[config.mk]
export PLATFORM = sky130hd
export DESIGN_NAME = riscv_alu_bist_flat
export DESIGN_NICKNAME = d
export VERILOG_FILES = /design/src/rtl/riscv_alu_bist_if.sv /design/src/rtl/riscv_alu_bist.sv /design/src/flat_wrapper.sv
export SDC_FILE = /design/constraint.sdc
export NUM_CORES = 1
export LEC_CHECK = 0
export CAP_MARGIN = 40
export CORE_MARGIN = 8
export CORE_UTILIZATION = 42
export CTS_BUF_LIST = sky130_fd_sc_hd__clkbuf_8
export DETAILED_ROUTE_END_ITERATION = 6
export GPL_TIMING_DRIVEN = 1
export PLACE_DENSITY = 0.81
export SYNTH_ARGS = -nofsm -noshare
export SYNTH_HDL_FRONTEND = slang
export SYNTH_SLANG_ARGS = --single-unit
[constraint.sdc]
create_clock -name i_clk -period 5.95 [get_ports i_clk]
set_input_delay 1.19 -clock i_clk [delete_from_list [all_inputs] [get_ports i_clk]]
set_output_delay 1.19 -clock i_clk [all_outputs]
set_load 0.03 [all_outputs]
[src/rtl/riscv_alu_bist_if.sv]
// Operand/control bus between the ALU self-test sequencer and the ALU it exercises.
// master = sequencer side, slave = ALU / surrounding test logic.
interface riscv_alu_bist_if #(
    parameter int XLEN = 32
);
    logic            i_start;
    logic            o_busy;
    logic            o_done;
    logic            o_pass;
    logic [31:0]     o_signature;
    logic [XLEN-1:0] o_alu_a;
    logic [XLEN-1:0] o_alu_b;
    logic [3:0]      o_alu_ctrl;
    logic            o_zero_condition;
    logic [XLEN-1:0] i_alu_result;
    logic            i_zero_e;

    modport master (
        input  i_start, i_alu_result, i_zero_e,
        output o_busy, o_done, o_pass, o_signature,
        output o_alu_a, o_alu_b, o_alu_ctrl, o_zero_condition
    );

    modport slave (
        output i_start, i_alu_result, i_zero_e,
        input  o_busy, o_done, o_pass, o_signature,
        input  o_alu_a, o_alu_b, o_alu_ctrl, o_zero_condition
    );
endinterface

[src/rtl/riscv_alu_bist.sv]
// ALU self-test sequencer: walks all ALU ops with LFSR operands, folds results into a MISR.
// Latency: done pulse 20*P_NVEC+1 cycles after start. No backpressure; ALU path must be combinational.
`ifndef XLEN
`define XLEN 32
`endif
`ifndef ALU_CTRL_ADD
`define ALU_CTRL_ADD  4'h0
`define ALU_CTRL_SUB  4'h1
`define ALU_CTRL_XOR  4'h2
`define ALU_CTRL_OR   4'h3
`define ALU_CTRL_AND  4'h4
`define ALU_CTRL_SLL  4'h5
`define ALU_CTRL_SRL  4'h6
`define ALU_CTRL_SRA  4'h7
`define ALU_CTRL_SLT  4'h8
`define ALU_CTRL_SLTU 4'h9
`endif

module riscv_alu_bist #(
    parameter int unsigned P_NVEC   = 16,
    parameter logic [31:0] P_SEED   = 32'hACE1_2468,
    parameter logic [31:0] P_GOLDEN = 32'h0000_0000
) (
    input logic              i_clk,
    input logic              i_rst,
    riscv_alu_bist_if.master bus
);
    localparam logic [31:0] LFSR_MASK = 32'h8020_0003;
    localparam logic [7:0]  LAST_VEC  = 8'(P_NVEC - 1);
    localparam logic [3:0]  LAST_OP   = 4'd9;

    typedef enum logic [1:0] {IDLE, DRIVE, CAPTURE, FINISH} state_t;

    state_t           state, state_nxt;
    logic [31:0]      lfsr, lfsr_nxt;
    logic [31:0]      sig, sig_nxt;
    logic [7:0]       vec_cnt, vec_nxt;
    logic [3:0]       op_idx, op_nxt;
    logic             last_vec, last_all;
    logic             busy, done;
    logic [`XLEN-1:0] alu_a, alu_b;
    logic [3:0]       alu_ctrl;
    logic             zero_cond;
    logic             pass;

    function automatic logic [3:0] op_code(input logic [3:0] idx);
        case (idx)
            4'd0:    return `ALU_CTRL_ADD;
            4'd1:    return `ALU_CTRL_SUB;
            4'd2:    return `ALU_CTRL_XOR;
            4'd3:    return `ALU_CTRL_OR;
            4'd4:    return `ALU_CTRL_AND;
            4'd5:    return `ALU_CTRL_SLL;
            4'd6:    return `ALU_CTRL_SRL;
            4'd7:    return `ALU_CTRL_SRA;
            4'd8:    return `ALU_CTRL_SLT;
            4'd9:    return `ALU_CTRL_SLTU;
            default: return `ALU_CTRL_ADD;
        endcase
    endfunction

    function automatic logic [31:0] rotl13(input logic [31:0] x);
        return {x[18:0], x[31:19]};
    endfunction

    assign last_vec = (vec_cnt == LAST_VEC);
    assign last_all = last_vec && (op_idx == LAST_OP);
    assign vec_nxt  = last_vec ? 8'd0 : vec_cnt + 8'd1;
    assign op_nxt   = last_all ? 4'd0 : (last_vec ? op_idx + 4'd1 : op_idx);
    assign lfsr_nxt = lfsr[0] ? ((lfsr >> 1) ^ LFSR_MASK) : (lfsr >> 1);
    assign sig_nxt  = {sig[30:0], sig[31] ^ sig[21] ^ sig[1] ^ sig[0]}
                    ^ bus.i_alu_result[31:0] ^ {31'b0, bus.i_zero_e};

    always_ff @(posedge i_clk or posedge i_rst) begin
        if (i_rst) state <= IDLE;
        else       state <= state_nxt;
    end

    always_comb begin
        state_nxt = state;
        busy      = 1'b0;
        done      = 1'b0;
        case (state)
            IDLE:    if (bus.i_start) state_nxt = DRIVE;
            DRIVE: begin
                busy      = 1'b1;
                state_nxt = CAPTURE;
            end
            CAPTURE: begin
                busy      = 1'b1;
                state_nxt = last_all ? FINISH : DRIVE;
            end
            FINISH: begin
                done      = 1'b1;
                state_nxt = IDLE;
            end
            default: state_nxt = IDLE;
        endcase
    end

    always_ff @(posedge i_clk or posedge i_rst) begin
        if (i_rst) begin
            lfsr      <= P_SEED;
            sig       <= 32'hFFFF_FFFF;
            vec_cnt   <= 8'd0;
            op_idx    <= 4'd0;
            alu_a     <= '0;
            alu_b     <= '0;
            alu_ctrl  <= `ALU_CTRL_ADD;
            zero_cond <= 1'b0;
            pass      <= 1'b0;
        end else begin
            if (state == IDLE && bus.i_start) begin
                lfsr      <= P_SEED;
                sig       <= 32'hFFFF_FFFF;
                vec_cnt   <= 8'd0;
                op_idx    <= 4'd0;
                alu_a     <= `XLEN'(P_SEED);
                alu_b     <= `XLEN'(rotl13(P_SEED));
                alu_ctrl  <= `ALU_CTRL_ADD;
                zero_cond <= 1'b0;
                pass      <= 1'b0;
            end
            if (state == CAPTURE) begin
                sig     <= sig_nxt;
                lfsr    <= lfsr_nxt;
                vec_cnt <= vec_nxt;
                op_idx  <= op_nxt;
                // Operands for the next vector come from the advanced LFSR; the last vector leaves them held.
                if (!last_all) begin
                    alu_a     <= `XLEN'(lfsr_nxt);
                    alu_b     <= `XLEN'(rotl13(lfsr_nxt));
                    alu_ctrl  <= op_code(op_nxt);
                    zero_cond <= vec_nxt[0];
                end
            end
            if (state == FINISH) pass <= (sig == P_GOLDEN);
        end
    end

    assign bus.o_busy           = busy;
    assign bus.o_done           = done;
    assign bus.o_pass           = pass;
    assign bus.o_signature      = sig;
    assign bus.o_alu_a          = alu_a;
    assign bus.o_alu_b          = alu_b;
    assign bus.o_alu_ctrl       = alu_ctrl;
    assign bus.o_zero_condition = zero_cond;
endmodule
[src/flat_wrapper.sv]
// flat-port wrapper written by rule: the top's interface ports become plain ports
module riscv_alu_bist_flat 
#(
    parameter int unsigned P_NVEC   = 16,
    parameter logic [31:0] P_SEED   = 32'hACE1_2468,
    parameter logic [31:0] P_GOLDEN = 32'h0000_0000
)
  (i_clk, i_rst, bus_i_start, bus_i_alu_result, bus_i_zero_e, bus_o_busy, bus_o_done, bus_o_pass, bus_o_signature, bus_o_alu_a, bus_o_alu_b, bus_o_alu_ctrl, bus_o_zero_condition);
  riscv_alu_bist_if bus_i ();
  input logic i_clk;
  input logic i_rst;
  input wire logic [$bits(bus_i.i_start)-1:0] bus_i_start;
  input wire logic [$bits(bus_i.i_alu_result)-1:0] bus_i_alu_result;
  input wire logic [$bits(bus_i.i_zero_e)-1:0] bus_i_zero_e;
  output wire logic [$bits(bus_i.o_busy)-1:0] bus_o_busy;
  output wire logic [$bits(bus_i.o_done)-1:0] bus_o_done;
  output wire logic [$bits(bus_i.o_pass)-1:0] bus_o_pass;
  output wire logic [$bits(bus_i.o_signature)-1:0] bus_o_signature;
  output wire logic [$bits(bus_i.o_alu_a)-1:0] bus_o_alu_a;
  output wire logic [$bits(bus_i.o_alu_b)-1:0] bus_o_alu_b;
  output wire logic [$bits(bus_i.o_alu_ctrl)-1:0] bus_o_alu_ctrl;
  output wire logic [$bits(bus_i.o_zero_condition)-1:0] bus_o_zero_condition;
  assign bus_i.i_start = bus_i_start;
  assign bus_i.i_alu_result = bus_i_alu_result;
  assign bus_i.i_zero_e = bus_i_zero_e;
  assign bus_o_busy = bus_i.o_busy;
  assign bus_o_done = bus_i.o_done;
  assign bus_o_pass = bus_i.o_pass;
  assign bus_o_signature = bus_i.o_signature;
  assign bus_o_alu_a = bus_i.o_alu_a;
  assign bus_o_alu_b = bus_i.o_alu_b;
  assign bus_o_alu_ctrl = bus_i.o_alu_ctrl;
  assign bus_o_zero_condition = bus_i.o_zero_condition;
  riscv_alu_bist #(.P_NVEC(P_NVEC), .P_SEED(P_SEED), .P_GOLDEN(P_GOLDEN)) u_core (.i_clk(i_clk), .i_rst(i_rst), .bus(bus_i));
endmodule
== Word-level counts from Yosys, hierarchy flattened ==
Memory sizes are Yosys's and may differ from the RTL's.
Cells that the tools add are included.
Operators by class
  add/sub/neg operators: 2
  eq/ne operators: 6
  muxes and demuxes: 31
  bitwise operators: 6
  reduce and logical (&&, ||, !) cells: 7
Operators with widths (count)
  32-bit two-way mux: 11
  32-bit zero test: 1
  32-bit by 1-bit bitwise XOR with 32-bit output: 1
  32-bit bitwise XOR: 1
  4-bit two-way mux: 7
  8-bit two-way mux: 3
  8-bit by 1-bit adder with 8-bit output (second input constant): 1
  8-bit by 4-bit == test with 1-bit output (second input constant): 1
  2-bit one-hot mux with 4 select lines: 1
  1-bit two-way mux: 7
  4-bit by 1-bit adder with 4-bit output (second input constant): 1
  2-bit == test (second input constant): 2
  4-bit == test (second input constant): 1
  2-bit two-way mux: 2
  3-bit NOT with 4-bit output: 1
  2-bit nonzero test: 2
  1-bit bitwise XOR: 3
  2-bit by 1-bit == test with 1-bit output (second input constant): 1
  1-bit logical AND: 2
  2-bit zero test: 1
  2-bit inequality test (second input constant): 1
  2-bit OR reduction: 1
Storage, ports and cells
  register bits after elaboration: 148
  bits in read-only memories: 64
  input port bits: 36
  output and inout port bits: 104
  logic and storage cells: 63
  memories: 1
Memory list
  (name not given): depth 16, width 4, rd ports 1, clocked after Yosys merged registers in 0, write ports 0, line riscv_alu_bist.sv:47  | case (idx)

== Logic depth before layout (Yosys ltp) ==
  depth in word-level cells: 6
  depth in mapped cells: 8
  gate-level depth less buffers: 7

== Worst setup path before layout ==
OpenSTA, ideal clock, no wires.
  path type: reg2out
  from: register u_core.state[1]
  to: output port bus_o_busy
  data arrival time: 0.867 ns
  required time: 4.760 ns
  path slack: 3.893 ns
  cell stages (with the launch flop): 3
  buffers on the path: 0
  cell sequence: dfrtp_1 -> inv_1 -> ha_1
Between the ends
  longest elaborated chain between the ends: 3
  elaborated cells between the ends (all ways): 4
  classes of those cells: eq/ne (2); mux (1); reduce/logical (1)
Ends and longest elaborated chain
  start: declaration: line riscv_alu_bist.sv:34  | state_t state, state_nxt;
  start signal: assignment: line riscv_alu_bist.sv:76  | else state <= state_nxt;
  2-bit by 1-bit == test with 1-bit output / 2-bit == test (equally long branches): line riscv_alu_bist.sv:83  | case (state)
  2-bit OR reduction (no line) *
  1-bit two-way mux *: line riscv_alu_bist.sv:83
  end: declaration: line flat_wrapper.sv:15  | output wire logic [$bits(bus_i.o_busy)-1:0] bus_o_busy;
Mark *: on every way between the ends. The rest lies on a longest branch, timed or not.

== Worst setup path after layout ==
Same ends and word-level chain as after synthesis.

==> out/metrics.yaml <==
critical_path:
  arrival_ns: 1.91
  cp_num_buf_inv: 2
  timing.rr.end: "u_core.bus.o_alu_b[18]$_DFF_PP0_"
  required_ns: 4.76
  startpoint_type: "register"
  crit_cells: 3
  cp_cell_sequence: "inv_1 -> ha_1 -> clkdlybuf4s50_1"
  rr_worst_depth: 7
  slowest_delay_ns: 0.67
  cp_slowest_cell: "clkdlybuf4s50_1"
  cp_top_family: "buffers and inverters"
  reg2reg_from: "u_core.state[0]$_DFFE_PP0P_"
  reg2reg_slack_ns: 3.44
  crit_end: "bus_o_busy"
  critPathMaxFanout: 5
  critPathLaunch: "u_core.state[1]$_DFFE_PP0P_"
  crit_type: "register to primary output"
  end_kind: "primary output"
synth:
  syn_inst: 547
  synthTopCellsByArea: "dfrtp_1 42%, dfstp_2 19%, a22o_1 6.1%"
  yosys_warnings: 0
  synthTopCellsByCount: "103 x dfrtp_1, 75 x nor2_1, 73 x a21oi_1"
  synth-xor-area-share: 0.06143
  syn_nets: 590
  syn_area_um2: 6131
  yosys.area_share.adder: 0.01429
  yosysMostFrequentCell: "dfrtp_1"
  synth_area_leader_cell: "dfrtp_1"
  yosys-mux-area-fraction: 0
  syn_avg_cell_area_um2: 11.21
  yosysTopAreaCellShare: 0.4204
  synth-simple-area-share: 0.09939
  synth_top_family_by_area: "compound AO/OA/AOI/OAI gates"
  synth_seq_cells: 148
  synth_edf_count: 0
  synthArstFlopShare: 1.000
  ys_types: 46
  synth-main-ff-cell: "dfrtp_1"
  yosysSeqAreaShare: 0.6133
  synth_compound_area_frac: 0.1763
timing:
  holdWs_ns: 0.4899
  slew_violations: 0
  tightest_slew_ns: 0.8296
  relSlewSlack: 0.4470
  setup_viol: 0
  timing.fmax_ghz: 0.3228
  fin_setup_tns_ns: 0
  hold_viol: 0
  fin_crit_sh: 0.5207
  min_period_ns: 3.098
  grt_setup_unrepaired: "no"
  finClkSkew_ns: 0.01394
power_and_ir_drop:
  p_leak_nw: 3.398
  ir_drop_uv: 385.2
  seqPwrFrac: 0.366
  power_density_nw_per_um2: 639.3
  power.switching_w: 0.002227
  p_clk_frac: 0.143
  power.internal_w: 0.002956
  sw_frac_of_total: 0.4297
  combinationalPowerShare: 0.491
worst_hold_path:
  hp-class: "register to register"
global_routing:
  grt_max_degree: 88
  grt_usage: 0.1703
  gr-total-overflow: 0
  grt_pass1_vias: 4832
  grt_pass1_wl_um: 25280
  antenna_found_initial: 0
finish:
  layout-drive-gt1-share: 0.1281
  fillers: 1209
  nets: 725
  syn2layout_area_growth_pct: 32.22
  antenna_cells: 0
  seq_area_um2: 3760
  multi_input_area_um2: 2168
  fin_util: 0.5620
  design_area_um2: 8107
route:
  ant_nets: 0
  wl_per_cell_um: 17.45
  drcViolationCount: 0
  vias: 4651
  routed_wl_um: 15340
  initialDrtViolationCount: 282
  routed_via_density: 5.291
  drt-pass1-iter-count: 4
clock_network:
  clk_latency_ns: 0.44
  cts_sinks: 148
  post_cts_resized: 0
  post_cts_buffers: 0
  cts_tree: "done"
  clkSlewWorstSetupHoldPaths_ns: 0.08
  cts-root-buf: "clkbuf_8"
  numCtsBuffers: 17
  cts_hold_buf: 0
  clock_path_buffers: 2
  htreeDepth: 4
run:
  cap_violations: 0
place:
  io_buffer_count: 139
  hpwl_um: 10870
  dpl_cell_area_um2: 7735
  place.gp.congestion: 0.7768
floorplanning:
  fp-row-count: 44
  initial_utilization: 0.4251
  die_w_um: 136.8
  dieArea_um2: 18720
  core_um2: 14420
  die_h_um: 136.8
  pin_count: 140
run_status:
  outcome: "completed"
sequential cells by signal, summed over array words and instances, names as in the netlist:
| signal | count |
|---|---|
| u_core.op_idx | 4 |
| u_core.vec_cnt | 8 |
| u_core.bus.o_zero_condition | 1 |
| u_core.bus.o_alu_a | 32 |
| u_core.state | 2 |
| u_core.bus.o_pass | 1 |
| u_core.lfsr | 32 |
| u_core.bus.o_signature | 32 |
| u_core.bus.o_alu_ctrl | 4 |
| u_core.bus.o_alu_b | 32 |
worst min path at each step:
stage / from / endpoint / slack, ns / cells after the start
final: u_core.bus.o_alu_a[0]$_DFF_PP0_ / u_core.bus.o_alu_a[0]$_DFF_PP0_ / 0.49 / 1
after global routing: u_core.bus.o_alu_a[0]$_DFF_PP0_ / u_core.bus.o_alu_a[0]$_DFF_PP0_ / 0.51 / 1
after CTS: u_core.bus.o_alu_a[0]$_DFF_PP0_ / u_core.bus.o_alu_a[0]$_DFF_PP0_ / 0.49 / 1
after detailed placement: u_core.bus.o_alu_a[0]$_DFF_PP0_ / u_core.bus.o_alu_a[0]$_DFF_PP0_ / 0.47 / 1
after global placement: u_core.bus.o_alu_a[0]$_DFF_PP0_ / u_core.bus.o_alu_a[0]$_DFF_PP0_ / 0.46 / 1
after floorplan: u_core.lfsr[1]$_DFFE_PP0P_ / u_core.lfsr[1]$_DFFE_PP0P_ / 0.47 / 2
per-layer routing:
metal / share of wire / vias to the layer above / routed length (um) / track usage
met3: 0.080 / 18 / 1223 / 0.06645
met4: 0.011 / 0 / 173 / 0.04406
met5: 0 / - / 0 / 0
li1: - / 2182 / - / -
met1: 0.42 / 2294 / 6409 / 0.2062
met2: 0.49 / 157 / 7534 / 0.2789
stage by stage:
step / total power, W / worst slack (ns) / instances
global route: 0.005515 / 2.743 / 879
global placement: 0.004327 / 2.704 / 843
floorplan: 0.003469 / 0.8548 / 547
CTS: 0.005239 / 2.804 / 879
finish: 0.005182 / 2.852 / 879
detailed placement: 0.004479 / 3.009 / 847
cell families (layout without fill, tap and decap cells):
group / after synthesis / in the layout
AO/OA/AOI/OAI: 166 / 166
flip-flops: 148 / 148
AND/OR/NAND/NOR: 134 / 134
buffers and inverters: 49 / 197
XOR/XNOR: 43 / 43
adder cells (fa/ha/maj): 7 / 7
power by group through the flow:
| stage | clock, W | sequential (W) | combinational, W |
|---|---|---|---|
| 5_1_grt | 0.000805 | 0.00196 | 0.00275 |
| 2_1_floorplan | 0 | 0.00240 | 0.00107 |
| 3_3_place_gp | 0 | 0.00189 | 0.00244 |
| 6_report | 0.000742 | 0.00190 | 0.00254 |
| 3_5_place_dp | 0 | 0.00191 | 0.00257 |
| 4_1_cts | 0.000762 | 0.00190 | 0.00257 |
layout make-up:
type | instances | share of cell area
inverter | 19 | 0.009415
sequential | 148 | 0.4638
timing repair buffer | 146 | 0.1851
clock inverter | 14 | 0.01528
clock buffer | 18 | 0.03056
multi-input combinational | 350 | 0.2675
tap | 184 | 0.02840
cell usage in the layout (no fill, tap or decap), types with 3 or more instances in the layout:
| master | n |
|---|---|
| clkdlybuf4s50_1 | 139 |
| dfrtp_1 | 103 |
| nor2_1 | 75 |
| a21oi_1 | 72 |
| dfstp_2 | 45 |
| a22o_1 | 43 |
| xnor2_1 | 40 |
| nand2_1 | 24 |
| o21ai_0 | 23 |
| inv_1 | 22 |
| clkbuf_8 | 18 |
| nor4_1 | 6 |
| ha_1 | 6 |
| nand3_1 | 5 |
| a21o_1 | 4 |
| clkinv_2 | 4 |
| a32o_1 | 3 |
| xor2_1 | 3 |
| nand4_1 | 3 |
| nor3_1 | 3 |
| nand3b_1 | 3 |
| o21a_1 | 3 |
| o2bb2ai_1 | 3 |
| a22oi_1 | 3 |
| buf_4 | 3 |
No activity file was read; power rests on OpenSTA's default activity.
